<file path="src/rtl/sdram_host_bist_if.sv">
// User-side bus between the BIST host and the sdram_mcb write/read ports.
interface sdram_host_bist_if #(
  parameter int DATA_W = 16,
  parameter int ADDR_W = 24
);
  logic              wr_load;
  logic [ADDR_W-1:0] wr_addr;
  logic [ADDR_W-1:0] wr_length;
  logic              wr_req;
  logic [DATA_W-1:0] din;
  logic              wr_done;
  logic              wr_rdy;
  logic              wr_overrun;
  logic              rd_load;
  logic [ADDR_W-1:0] rd_addr;
  logic [ADDR_W-1:0] rd_length;
  logic              rd_req;
  logic [DATA_W-1:0] dout;
  logic              rd_done;
  logic [9:0]        rd_fifo_cnt;
  logic              rd_fifo_empty;
  logic              rd_underrun;

  modport master (
    output wr_load, wr_addr, wr_length, wr_req, din,
    output rd_load, rd_addr, rd_length, rd_req,
    input  wr_done, wr_rdy, wr_overrun,
    input  dout, rd_done, rd_fifo_cnt, rd_fifo_empty, rd_underrun
  );

  modport slave (
    input  wr_load, wr_addr, wr_length, wr_req, din,
    input  rd_load, rd_addr, rd_length, rd_req,
    output wr_done, wr_rdy, wr_overrun,
    output dout, rd_done, rd_fifo_cnt, rd_fifo_empty, rd_underrun
  );
endinterface

</file>
<file path="src/rtl/sdram_host_bist.sv">
// Synthesizable write-then-readback pattern tester driving the sdram_mcb user ports.
module sdram_host_bist #(
  parameter int          DATA_W    = 16,
  parameter int          ADDR_W    = 24,
  parameter logic [15:0] LFSR_SEED = 16'hACE1,
  parameter int          TIMEOUT   = 1048576
) (
  input  logic              clk,
  input  logic              rst_n,
  input  logic              start,
  input  logic [ADDR_W-1:0] base_addr,
  input  logic [ADDR_W-1:0] length,
  input  logic              pattern_sel,
  output logic              busy,
  output logic              done,
  output logic              pass,
  output logic              timeout,
  output logic              proto_err,
  output logic [15:0]       err_cnt,
  output logic [ADDR_W-1:0] first_err_addr,
  output logic [DATA_W-1:0] first_err_data,
  sdram_host_bist_if.master mcb
);

  localparam int WD_W = $clog2(TIMEOUT + 1);

  typedef enum logic [2:0] {
    IDLE, WR_LOAD, WR_DATA, WR_WAIT, RD_LOAD, RD_DATA, FIN
  } state_t;

  state_t            state;
  logic [ADDR_W-1:0] base_r, len_r, issued, requested, checked;
  logic              sel_r, wr_done_seen, vld_p1;
  logic [WD_W-1:0]   wd_cnt;
  logic [15:0]       wr_lfsr, wr_pat, chk_lfsr;
  logic [ADDR_W-1:0] chk_addr;
  logic              wr_fire, rd_fire, progress, wd_expired, mismatch;
  logic [DATA_W-1:0] exp_word;

  // Galois form of x^16+x^14+x^13+x^11+1
  function automatic logic [15:0] lfsr_next(input logic [15:0] s);
    lfsr_next = s[0] ? ((s >> 1) ^ 16'hB400) : (s >> 1);
  endfunction

  function automatic logic [15:0] sat_inc16(input logic [15:0] v);
    sat_inc16 = (v == 16'hFFFF) ? v : v + 16'd1;
  endfunction

  // Requests are combinational so a beat is only offered when the MCB can take it
  assign wr_fire    = (state == WR_DATA) && mcb.wr_rdy && (issued < len_r);
  assign rd_fire    = (state == RD_DATA) && !mcb.rd_fifo_empty && (requested < len_r);
  assign mcb.wr_req = wr_fire;
  assign mcb.rd_req = rd_fire;
  assign mcb.din    = DATA_W'(sel_r ? wr_lfsr : wr_pat);
  assign exp_word   = DATA_W'(sel_r ? chk_lfsr : chk_addr[15:0]);
  assign mismatch   = (state == RD_DATA) && vld_p1 && (mcb.dout != exp_word);
  assign progress   = wr_fire | rd_fire | mcb.wr_done | mcb.rd_done | vld_p1;
  assign wd_expired = (wd_cnt == WD_W'(TIMEOUT - 1)) && !progress;

  // Pattern generators: write side advances per accepted beat, check side per returned word
  always_ff @(posedge clk) begin
    if (state == WR_LOAD) begin
      wr_lfsr <= LFSR_SEED;
      wr_pat  <= base_r[15:0];
    end else if (wr_fire) begin
      wr_lfsr <= lfsr_next(wr_lfsr);
      wr_pat  <= wr_pat + 16'd1;
    end
    if (state == RD_LOAD) begin
      chk_lfsr <= LFSR_SEED;
      chk_addr <= base_r;
    end else if ((state == RD_DATA) && vld_p1) begin
      chk_lfsr <= lfsr_next(chk_lfsr);
      chk_addr <= chk_addr + 1'b1;
    end
  end

  // Test sequencer, counters, watchdog and status
  always_ff @(posedge clk or negedge rst_n) begin
    if (!rst_n) begin
      state          <= IDLE;
      busy           <= 1'b0;
      done           <= 1'b0;
      pass           <= 1'b0;
      timeout        <= 1'b0;
      proto_err      <= 1'b0;
      err_cnt        <= '0;
      first_err_addr <= '0;
      first_err_data <= '0;
      mcb.wr_load    <= 1'b0;
      mcb.wr_addr    <= '0;
      mcb.wr_length  <= '0;
      mcb.rd_load    <= 1'b0;
      mcb.rd_addr    <= '0;
      mcb.rd_length  <= '0;
      base_r         <= '0;
      len_r          <= '0;
      sel_r          <= 1'b0;
      issued         <= '0;
      requested      <= '0;
      checked        <= '0;
      wr_done_seen   <= 1'b0;
      vld_p1         <= 1'b0;
      wd_cnt         <= '0;
    end else begin
      mcb.wr_load <= 1'b0;
      mcb.rd_load <= 1'b0;
      done        <= 1'b0;
      // dout from the FIFO is valid one cycle after rd_req
      vld_p1      <= rd_fire;
      if (wr_fire) issued    <= issued + 1'b1;
      if (rd_fire) requested <= requested + 1'b1;
      // p1: registered compare of returned word against regenerated pattern
      if ((state == RD_DATA) && vld_p1) begin
        checked <= checked + 1'b1;
        if (mismatch) begin
          if (err_cnt == 16'd0) begin
            first_err_addr <= chk_addr;
            first_err_data <= mcb.dout;
          end
          err_cnt <= sat_inc16(err_cnt);
        end
      end
      if (busy && (mcb.wr_overrun || mcb.rd_underrun)) proto_err <= 1'b1;
      if (((state == WR_DATA) || (state == WR_WAIT) || (state == RD_DATA)) && !progress)
        wd_cnt <= wd_cnt + 1'b1;
      else
        wd_cnt <= '0;

      case (state)
        IDLE: begin
          if (start) begin
            busy           <= 1'b1;
            pass           <= 1'b0;
            timeout        <= 1'b0;
            proto_err      <= 1'b0;
            err_cnt        <= '0;
            first_err_addr <= '0;
            first_err_data <= '0;
            base_r         <= base_addr;
            len_r          <= length;
            sel_r          <= pattern_sel;
            if (length == '0) begin
              state <= FIN;
            end else begin
              mcb.wr_load   <= 1'b1;
              mcb.wr_addr   <= base_addr;
              mcb.wr_length <= length;
              state         <= WR_LOAD;
            end
          end
        end
        WR_LOAD: begin
          issued       <= '0;
          wr_done_seen <= 1'b0;
          state        <= WR_DATA;
        end
        WR_DATA: begin
          if (mcb.wr_done) wr_done_seen <= 1'b1;
          if (wd_expired) begin
            timeout <= 1'b1;
            state   <= FIN;
          end else if (issued == len_r) begin
            state <= WR_WAIT;
          end
        end
        WR_WAIT: begin
          if (wd_expired) begin
            timeout <= 1'b1;
            state   <= FIN;
          end else if (mcb.wr_done || wr_done_seen) begin
            mcb.rd_load   <= 1'b1;
            mcb.rd_addr   <= base_r;
            mcb.rd_length <= len_r;
            state         <= RD_LOAD;
          end
        end
        RD_LOAD: begin
          requested <= '0;
          checked   <= '0;
          state     <= RD_DATA;
        end
        RD_DATA: begin
          if (wd_expired) begin
            timeout <= 1'b1;
            state   <= FIN;
          end else if (checked == len_r) begin
            state <= FIN;
          end
        end
        FIN: begin
          done  <= 1'b1;
          busy  <= 1'b0;
          pass  <= (err_cnt == 16'd0) && !timeout && !proto_err;
          state <= IDLE;
        end
        default: state <= IDLE;
      endcase
    end
  end

endmodule

</file>
<file path="src/flat_wrapper.sv">
// flat-port wrapper written by rule: the top's interface ports become plain ports
module sdram_host_bist_flat 
#(
  parameter int          DATA_W    = 16,
  parameter int          ADDR_W    = 24,
  parameter logic [15:0] LFSR_SEED = 16'hACE1,
  parameter int          TIMEOUT   = 1048576
)
  (clk, rst_n, start, base_addr, length, pattern_sel, busy, done, pass, timeout, proto_err, err_cnt, first_err_addr, first_err_data, mcb_wr_load, mcb_wr_addr, mcb_wr_length, mcb_wr_req, mcb_din, mcb_rd_load, mcb_rd_addr, mcb_rd_length, mcb_rd_req, mcb_wr_done, mcb_wr_rdy, mcb_wr_overrun, mcb_dout, mcb_rd_done, mcb_rd_fifo_cnt, mcb_rd_fifo_empty, mcb_rd_underrun);
  sdram_host_bist_if #(.DATA_W(DATA_W), .ADDR_W(ADDR_W)) mcb_i ();
  input  logic clk;
  input  logic rst_n;
  input  logic start;
  input  logic [ADDR_W-1:0] base_addr;
  input  logic [ADDR_W-1:0] length;
  input  logic pattern_sel;
  output logic busy;
  output logic done;
  output logic pass;
  output logic timeout;
  output logic proto_err;
  output logic [15:0] err_cnt;
  output logic [ADDR_W-1:0] first_err_addr;
  output logic [DATA_W-1:0] first_err_data;
  output wire logic [$bits(mcb_i.wr_load)-1:0] mcb_wr_load;
  output wire logic [$bits(mcb_i.wr_addr)-1:0] mcb_wr_addr;
  output wire logic [$bits(mcb_i.wr_length)-1:0] mcb_wr_length;
  output wire logic [$bits(mcb_i.wr_req)-1:0] mcb_wr_req;
  output wire logic [$bits(mcb_i.din)-1:0] mcb_din;
  output wire logic [$bits(mcb_i.rd_load)-1:0] mcb_rd_load;
  output wire logic [$bits(mcb_i.rd_addr)-1:0] mcb_rd_addr;
  output wire logic [$bits(mcb_i.rd_length)-1:0] mcb_rd_length;
  output wire logic [$bits(mcb_i.rd_req)-1:0] mcb_rd_req;
  input wire logic [$bits(mcb_i.wr_done)-1:0] mcb_wr_done;
  input wire logic [$bits(mcb_i.wr_rdy)-1:0] mcb_wr_rdy;
  input wire logic [$bits(mcb_i.wr_overrun)-1:0] mcb_wr_overrun;
  input wire logic [$bits(mcb_i.dout)-1:0] mcb_dout;
  input wire logic [$bits(mcb_i.rd_done)-1:0] mcb_rd_done;
  input wire logic [$bits(mcb_i.rd_fifo_cnt)-1:0] mcb_rd_fifo_cnt;
  input wire logic [$bits(mcb_i.rd_fifo_empty)-1:0] mcb_rd_fifo_empty;
  input wire logic [$bits(mcb_i.rd_underrun)-1:0] mcb_rd_underrun;
  assign mcb_wr_load = mcb_i.wr_load;
  assign mcb_wr_addr = mcb_i.wr_addr;
  assign mcb_wr_length = mcb_i.wr_length;
  assign mcb_wr_req = mcb_i.wr_req;
  assign mcb_din = mcb_i.din;
  assign mcb_rd_load = mcb_i.rd_load;
  assign mcb_rd_addr = mcb_i.rd_addr;
  assign mcb_rd_length = mcb_i.rd_length;
  assign mcb_rd_req = mcb_i.rd_req;
  assign mcb_i.wr_done = mcb_wr_done;
  assign mcb_i.wr_rdy = mcb_wr_rdy;
  assign mcb_i.wr_overrun = mcb_wr_overrun;
  assign mcb_i.dout = mcb_dout;
  assign mcb_i.rd_done = mcb_rd_done;
  assign mcb_i.rd_fifo_cnt = mcb_rd_fifo_cnt;
  assign mcb_i.rd_fifo_empty = mcb_rd_fifo_empty;
  assign mcb_i.rd_underrun = mcb_rd_underrun;
  sdram_host_bist #(.DATA_W(DATA_W), .ADDR_W(ADDR_W), .LFSR_SEED(LFSR_SEED), .TIMEOUT(TIMEOUT)) u_core (.clk(clk), .rst_n(rst_n), .start(start), .base_addr(base_addr), .length(length), .pattern_sel(pattern_sel), .busy(busy), .done(done), .pass(pass), .timeout(timeout), .proto_err(proto_err), .err_cnt(err_cnt), .first_err_addr(first_err_addr), .first_err_data(first_err_data), .mcb(mcb_i));
endmodule
</file>
<file path="config.mk">
export PLATFORM = sky130hd
export DESIGN_NAME = sdram_host_bist_flat
export DESIGN_NICKNAME = d
export VERILOG_FILES = /design/src/rtl/sdram_host_bist_if.sv /design/src/rtl/sdram_host_bist.sv /design/src/flat_wrapper.sv
export SDC_FILE = /design/constraint.sdc
export NUM_CORES = 1
export LEC_CHECK = 0
export CORE_ASPECT_RATIO = 1.25
export CORE_UTILIZATION = 59
export DETAILED_ROUTE_END_ITERATION = 12
export HOLD_SLACK_MARGIN = 0.12
export PLACE_DENSITY = 0.86
export SYNTH_ARGS = -nofsm -noshare
export SYNTH_HDL_FRONTEND = slang
export SYNTH_SLANG_ARGS = --single-unit
</file>
<file path="constraint.sdc">
create_clock -name clk -period 10.5 [get_ports clk]
set_input_delay 2.625 -clock clk [delete_from_list [all_inputs] [get_ports clk]]
set_output_delay 2.625 -clock clk [all_outputs]
set_load 0.01 [all_outputs]
</file>
Word level (Yosys, flattened, before mapping) --
Index checks and enable logic that the tools add are counted.
Word-level totals: flip-flop bits (word level) 378, input bits 84, output and inout bits 177, word-level logic and storage cells 155
Cells by class: add/sub/neg operators 7, $lt $le $gt $ge 2, equal/unequal tests 17, mux-type cells 57, bitwise operators 8, reduce and logical (&&, ||, !) cells 36
Operators with widths (number):
- $mux 24 | 13
- $mux 16 | 16
- $add 24x1->24 const B | 4
- $eq 24x24->1 | 2
- $lt 24x24->1 | 2
- $add 16x1->16 const B | 2
- $logic_not 24->1 | 1
- $mux 3 | 8
- $add 21x1->21 const B | 1
- $eq 21x20->1 const B | 1
- $mux 21 | 1
- $pmux 3 s6 | 1
- $eq 16x16->1 const B | 1
- $logic_not 16->1 | 1
- $ne 16x16->1 | 1
- $mux 1 | 14
- $reduce_bool 2->1 | 6
- $logic_and 1x1->1 | 11
- $eq 3x3->1 const B | 3
- $ne 3x2->1 const B | 3
- $reduce_and 3->1 | 3
- $not 3->4 | 2
- $pmux 1 s2 | 4
- $eq 3x2->1 const B | 2
- other kinds (11) | 24

Longest topological paths before layout --
Gate-level depths: netlist (run 1).
depth after elaboration 11, gate-level depth with buffers 13, depth with buffers taken out 10

Worst setup path before layout (run 1) --
OpenSTA, ideal clock, no wires.
path kind input port to output port, from input port mcb_wr_rdy, to output port mcb_wr_req, arrival 3996 ps, required time 7875 ps, setup slack 3879 ps, cell stages on the path 5, cells stage by stage nand3_1 -> or4_1 -> buf_2 -> nor2_1 -> clkbuf_1
On the way: longest elaborated chain between the ends 2
RTL lines:
- start: declaration | line flat_wrapper.sv:35 | input wire logic [$bits(mcb_i.wr_rdy)-1:0] mcb_wr_rdy;
- $logic_and 1x1->1 (2 in series) | line sdram_host_bist.sv:50 | assign wr_fire = (state == WR_DATA) && mcb.wr_rdy && (issued < len_r);
- end: declaration | line flat_wrapper.sv:28 | output wire logic [$bits(mcb_i.wr_req)-1:0] mcb_wr_req;
No other way between the ends.

Worst setup path after layout (run 1) --
Ends and elaborated chain as after synthesis.

==> metrics, run 1 <==
standard-cell rows 71; flip-flop and latch count after synthesis 378; flip-flop and latch area 9500 sq um; total power density per cell area 251 nW/um^2; pin count of the biggest net entering global routing 181; wire length of the first global-routing pass 77400 um; via count of the first global-routing pass 14800; XOR/XNOR Fraction of Synth Area 7.86%; Clock Skew 13.8 ps; Cell Area, Synth 18200 sq um; layout cell share with drive strength beyond 1 7.48%; most common cell in the synthesized netlist nand2_1; area fraction in compound gates after synthesis 5.64%; count of nets after finishing 2195; via count of the routed design 14700; path category of the worst min-delay check flop to flop; max-slew violation count 0; core area 30200 sq um; mean instance size in the synthesized netlist 9.87 sq um; DRC violation count after routing 0; Lkg Pwr 0.0102 uW; Period minus WS final 7570 ps; number of buffers added on ports 250; result of the run complete, no violations; CTS Buffer Depth 3; kind of capture point of the worst setup path primary output; count of filler cells inserted in the layout 2066; die extent in x 159 um; area fraction in and, or, nand and nor cells after synthesis 20.0%; DRC marker count from the first detailed-route iteration 1012; number of enable flip-flop cells after synthesis 40; worst hold slack across all endpoints 465 ps; total clock buffers created by CTS 37; Detail Route Antenna Nets 0; count of final hold-check violations 0; number of buffers inserted by hold repair at cts 0; final weighted congestion in routability-driven placement 0.897; number of setup buffers added after CTS 0; f_max 132 MHz; share of synthesized area occupied by flip-flops and latches 52.3%; H-tree level count 2; cells taking the most area after synthesis dfrtp_1, nand2_1, edfxtp_1; I/O pin cnt 261; overall die height 198 um; pin slew with the least headroom to its limit 1120 ps; top-area cell type share of the netlist area 42.2%; floorplan die area 31500 sq um; combinational family with the most area after synthesis simple AND/OR/NAND/NOR gates; prevailing post-synth register cell dfrtp_1; category of the critical setup timing path primary input to primary output; clk root buf clkbuf_16; data required time of the worst path 7880 ps; count of yosys warnings during synthesis 0; clock-pin transition on the worst setup and hold timing paths 60 ps; GRT Resource Usage Total 31.0%; relative slew slack 25.2%; total overflow reported by the global router 0; reported max-cap violation count 0; initial antenna violation count 0; Post-Synthesis Net Count 1978; multi-input combinational cell area 8120 sq um; arrival time of the worst setup path 4940 ps; effective utilization at floorplan 60.1%; Clk Latency, worst-skew pair 530 ps; final wirelength 48400 um; wire per inst 19.5 um; Max rail drop VDD 0.139 mV; most numerous cell types in the synthesized netlist nand2_1, dfrtp_1, nor2_1, o21ai_0, xor2_1; growth of design area from synthesis to finish 22.5%; Synth cell types 60; post-synthesis adder-cell area fraction 3.79%; detail-routed via count per cell 5.90; post-CTS sizing 0; TritonCTS clock tree built; setup repair after global routing missed its margin false; critical path startpoint category primary input; Mapped Cells 1839; Initial DRT Pass Iterations 5; final total negative setup slack 0 ps; Final setup viols 0; fraction of synthesized area in multiplexers 7.30%; Synth async-reset ratio 81.0%; Worst Path Max Fanout 6; clock sinks 378; detailed-placement wirelength estimate 33400 um; cell type contributing the most total cell area after synthesis dfrtp_1; share of the clock period used by the worst path after layout 72.1%
==> per-stage QoR <==
stage               power (uW)  util (%)  area, sq um  instances  setup WS (ps)
floorplan                 3210         -        18200       1839           3880
global placement          4030      69.2        20900       2418           2970
detailed placement        4130      69.2        20900       2418           2970
CTS                       5610      73.6        22200       2486           2960
global route              5870      73.6        22200       2486           2920
finish                    5590      73.6        22200       2487           2930
==> worst max-delay path, stage by stage <==
cell and delay, ps:
clkdlybuf4s50_1 530, nand3_1 110, or4_1 730, nor2_2 340, clkdlybuf4s50_1 600
==> layout make-up <==
cell class | count | share of cell area, %
Sequential cell | 378 | 42.7
Multi-Input combinational cell | 1331 | 36.5
Timing Repair Buffer | 261 | 11.7
Clock buffer | 55 | 5.02
Tap cell | 401 | 2.26
Clock inverter | 13 | 0.996
Inverter | 47 | 0.793
Antenna cell | 1 | 0.0113
==> registers in the layout (all words and copies together), names as in the netlist, 16 cells and up <==
name                   count
u_core.base_r             24
u_core.checked            24
u_core.chk_addr           24
u_core.first_err_addr     24
u_core.issued             24
u_core.len_r              24
u_core.mcb.rd_addr        24
u_core.mcb.rd_length      24
u_core.mcb.wr_addr        24
u_core.mcb.wr_length      24
u_core.requested          24
u_core.wd_cnt             21
u_core.chk_lfsr           16
u_core.err_cnt            16
u_core.first_err_data     16
u_core.wr_lfsr            16
u_core.wr_pat             16
==> layout by cell type, fill, tap and decap left out, types with 49 or more instances in the layout <==
master           count
mux2_2              55
o21ai_0            109
clkdlybuf4s50_1    249
nor2_1             166
ha_1                55
mux2i_1             57
xnor2_1             56
dfrtp_1            306
xor2_1             107
nand3_1             71
nand4_1             49
nand2_1            388
a21oi_1             51
==> kinds of logic (layout without fill, tap and decap cells) <==
kind of cell             count (synthesis)  count (layout)
AND/OR/NAND/NOR                        804             804
XOR/XNOR                               163             163
flip-flops                             378             378
AO/OA/AOI/OAI                          188             188
other                                    0               1
multiplexers                           121             121
adder cells (fa/ha/maj)                 55              55
buffers and inverters                  130             376
==> power by group <==
part	internal (uW)	switching (uW)	total [uW]
clock network	887	574	1460
logic	899	966	1860
registers	1900	367	2270
==> routing by layer <==
layer / global-route usage, % / wire, um
met5: 0 / 0
met4: 15.9 / 2290
met1: 36.9 / 18300
met3: 4.88 / 2980
met2: 54.4 / 24800
==> final timing paths <==
path | startpoint | to | slack, ps | depth (start not counted)
setup / recovery | mcb_wr_rdy | mcb_wr_req | 2930 | 5
hold / removal | u_core.chk_lfsr[5]$_SDFFE_PP1P_ | u_core.chk_lfsr[4]$_SDFFE_PP0P_ | 460 | 2
setup reg to reg | u_core.len_r[23]$_DFFE_PN0P_ | u_core.mcb.rd_addr[13]$_DFFE_PN0P_ | 6360 | 10
hold reg to reg | u_core.chk_lfsr[5]$_SDFFE_PP1P_ | u_core.chk_lfsr[4]$_SDFFE_PP0P_ | 460 | 2
max in group asynchronous | rst_n | u_core.first_err_addr[10]$_DFF_PN0_ | 6840 | 2
min in group asynchronous | rst_n | u_core.wd_cnt[0]$_DFF_PN0_ | 2140 | 1
(Power assumes the default switching activity.)
==> run 2, diff against run 1 <==
CORE_UTILIZATION = 55   (was 59)
PLACE_DENSITY = 0.81   (was 0.86)
clock period = 7.55 ns   (was 10.5 ns; I/O delays follow)
==> metrics, run 2 (synthesis results as in run 1) <==
number of buffers added on ports 250; floorplan die area 33700 sq um; number of buffers inserted by hold repair at cts 0; clock sinks 378; result of the run complete, no violations; worst reg2reg path depth 10; terminus of the critical flop-to-flop path u_core.mcb.rd_addr[15]$_DFFE_PN0P_; share of the clock period used by the worst path after layout 79.7%; share of the core filled with cells 68.2%; Buf+Inv Stages, Crit Path 2; via count of the first global-routing pass 14500; post-CTS sizing 0; standard-cell rows 74; H-tree level count 2; Final setup viols 0; CTS Buffer Depth 3; WHS Endpoint u_core.chk_lfsr[7]$_SDFFE_PP1P_; Initial DRT Pass Iterations 5; count of nets after finishing 2198; cell count after placement 2436; initial antenna violation count 0; clk root buf clkbuf_16; final wirelength 47900 um; detail-routed via count per cell 5.76; growth of design area from synthesis to finish 22.5%; category of the critical setup timing path primary input to primary output; critical path startpoint category primary input; ordered cell list for the critical path clkdlybuf4s50_1, nand3_1, or4_1, nor2_2, clkdlybuf4s50_1; antenna fix cells 0; arrival time of the worst setup path 4130 ps; total overflow reported by the global router 0; f_max 166 MHz; core area 32600 sq um; die extent in x 164 um; Clk Latency, worst-skew pair 530 ps; count of final hold-check violations 0; Worst Path Max Fanout 6; path category of the worst min-delay check flop to flop; final weighted congestion in routability-driven placement 0.914; Detail Route Antenna Nets 0; pin count of the biggest net entering global routing 130; kind of capture point of the worst setup path primary output; clock-pin transition on the worst setup and hold timing paths 70 ps; standard cell with the maximum stage delay on the critical path or4_1; TritonCTS clock tree built; relative slew slack 22.3%; detailed-placement wirelength estimate 33600 um; worst reg2reg path startpoint u_core.len_r[19]$_DFFE_PN0P_; Max rail drop VDD 0.245 mV; leading cell type in the layout, fill and taps excluded nand2_1; DRC violation count after routing 0; Clock Skew 14.9 ps; worst slack at placement 1490 ps; pin slew with the least headroom to its limit 1160 ps; commonest cells after routing, fill and taps aside nand2_1, dfrtp_1, clkdlybuf4s50_1; setup repair after global routing missed its margin false; Lkg Pwr 0.0102 uW; critical hold path startpoint u_core.chk_lfsr[8]$_SDFFE_PP0P_; Worst path top cell family by delay buffers and inverters; final total negative setup slack 0 ps; via count of the routed design 14400; wire length of the first global-routing pass 76100 um; post-route worst setup slack 1530 ps; reported max-cap violation count 0; number of setup buffers added after CTS 0; Hold Crit Depth 2; total power density per cell area 347 nW/um^2; wire per inst 19.1 um; I/O pin cnt 261; effective utilization at floorplan 55.7%; max-slew violation count 0; GRT Resource Usage Total 28.9%; CP dominant cell by count clkdlybuf4s50_1; layout cell share with drive strength beyond 1 7.23%; Worst R2R Setup Slack 3410 ps; data required time of the worst path 5660 ps; Slowest Stage Delay on Critical Path 730 ps; non-filler instance count after layout 2507; overall die height 205 um; Period minus WS final 6020 ps; DRC marker count from the first detailed-route iteration 975; total clock buffers created by CTS 39
run 2: tightest hold or removal path, delay by kind of cell, from the launching register on:
family / cells / cell delay, ps
AND/OR/NAND/NOR: 2 / 100
flip-flops: 1 / 320
run 2: layout make-up:
| class | count | area [sq um] |
|---|---|---|
| repair buffers | 262 | 2610 |
| clock inverters | 9 | 148 |
| flip-flops and latches | 378 | 9500 |
| inverters | 47 | 176 |
| fillers | 2420 | 10400 |
| clock buffers | 62 | 1150 |
| well taps | 418 | 523 |
| multi-input cells | 1331 | 8120 |
run 2: power breakdown:
| group | switching (uW) | internal (uW) |
|---|---|---|
| clock network | 790 | 1190 |
| registers | 507 | 2640 |
| logic | 1330 | 1250 |
| total | 2620 | 5080 |
run 2: worst max-delay path by stage:
stage	endpoint	depth (start not counted)	slack, ps	from
CTS	mcb_wr_req	5	1490	mcb_wr_rdy
finish	mcb_wr_req	5	1530	mcb_wr_rdy
global placement	mcb_wr_req	5	1480	mcb_wr_rdy
floorplan	mcb_wr_req	5	2400	mcb_wr_rdy
global route	mcb_wr_req	5	1430	mcb_wr_rdy
detailed placement	mcb_wr_req	5	1490	mcb_wr_rdy
run 2: metal layers:
layer / global-route usage [%] / vias to the layer above / part of all wire, %
met5: 0 / - / 0
met4: 13.2 / 0 / 4.5
met3: 4.09 / 121 / 5.2
met2: 50.1 / 534 / 51
met1: 35.4 / 7102 / 40
li1: - / 6686 / -
run 2: per-stage QoR:
stage               hold slack [ps]  area [sq um]  power [uW]
floorplan                       428         18200        4470
global placement                435         20900        5630
detailed placement              449         20900        5730
CTS                             456         22200        7730
global route                    480         22200        8110
finish                          451         22200        7700
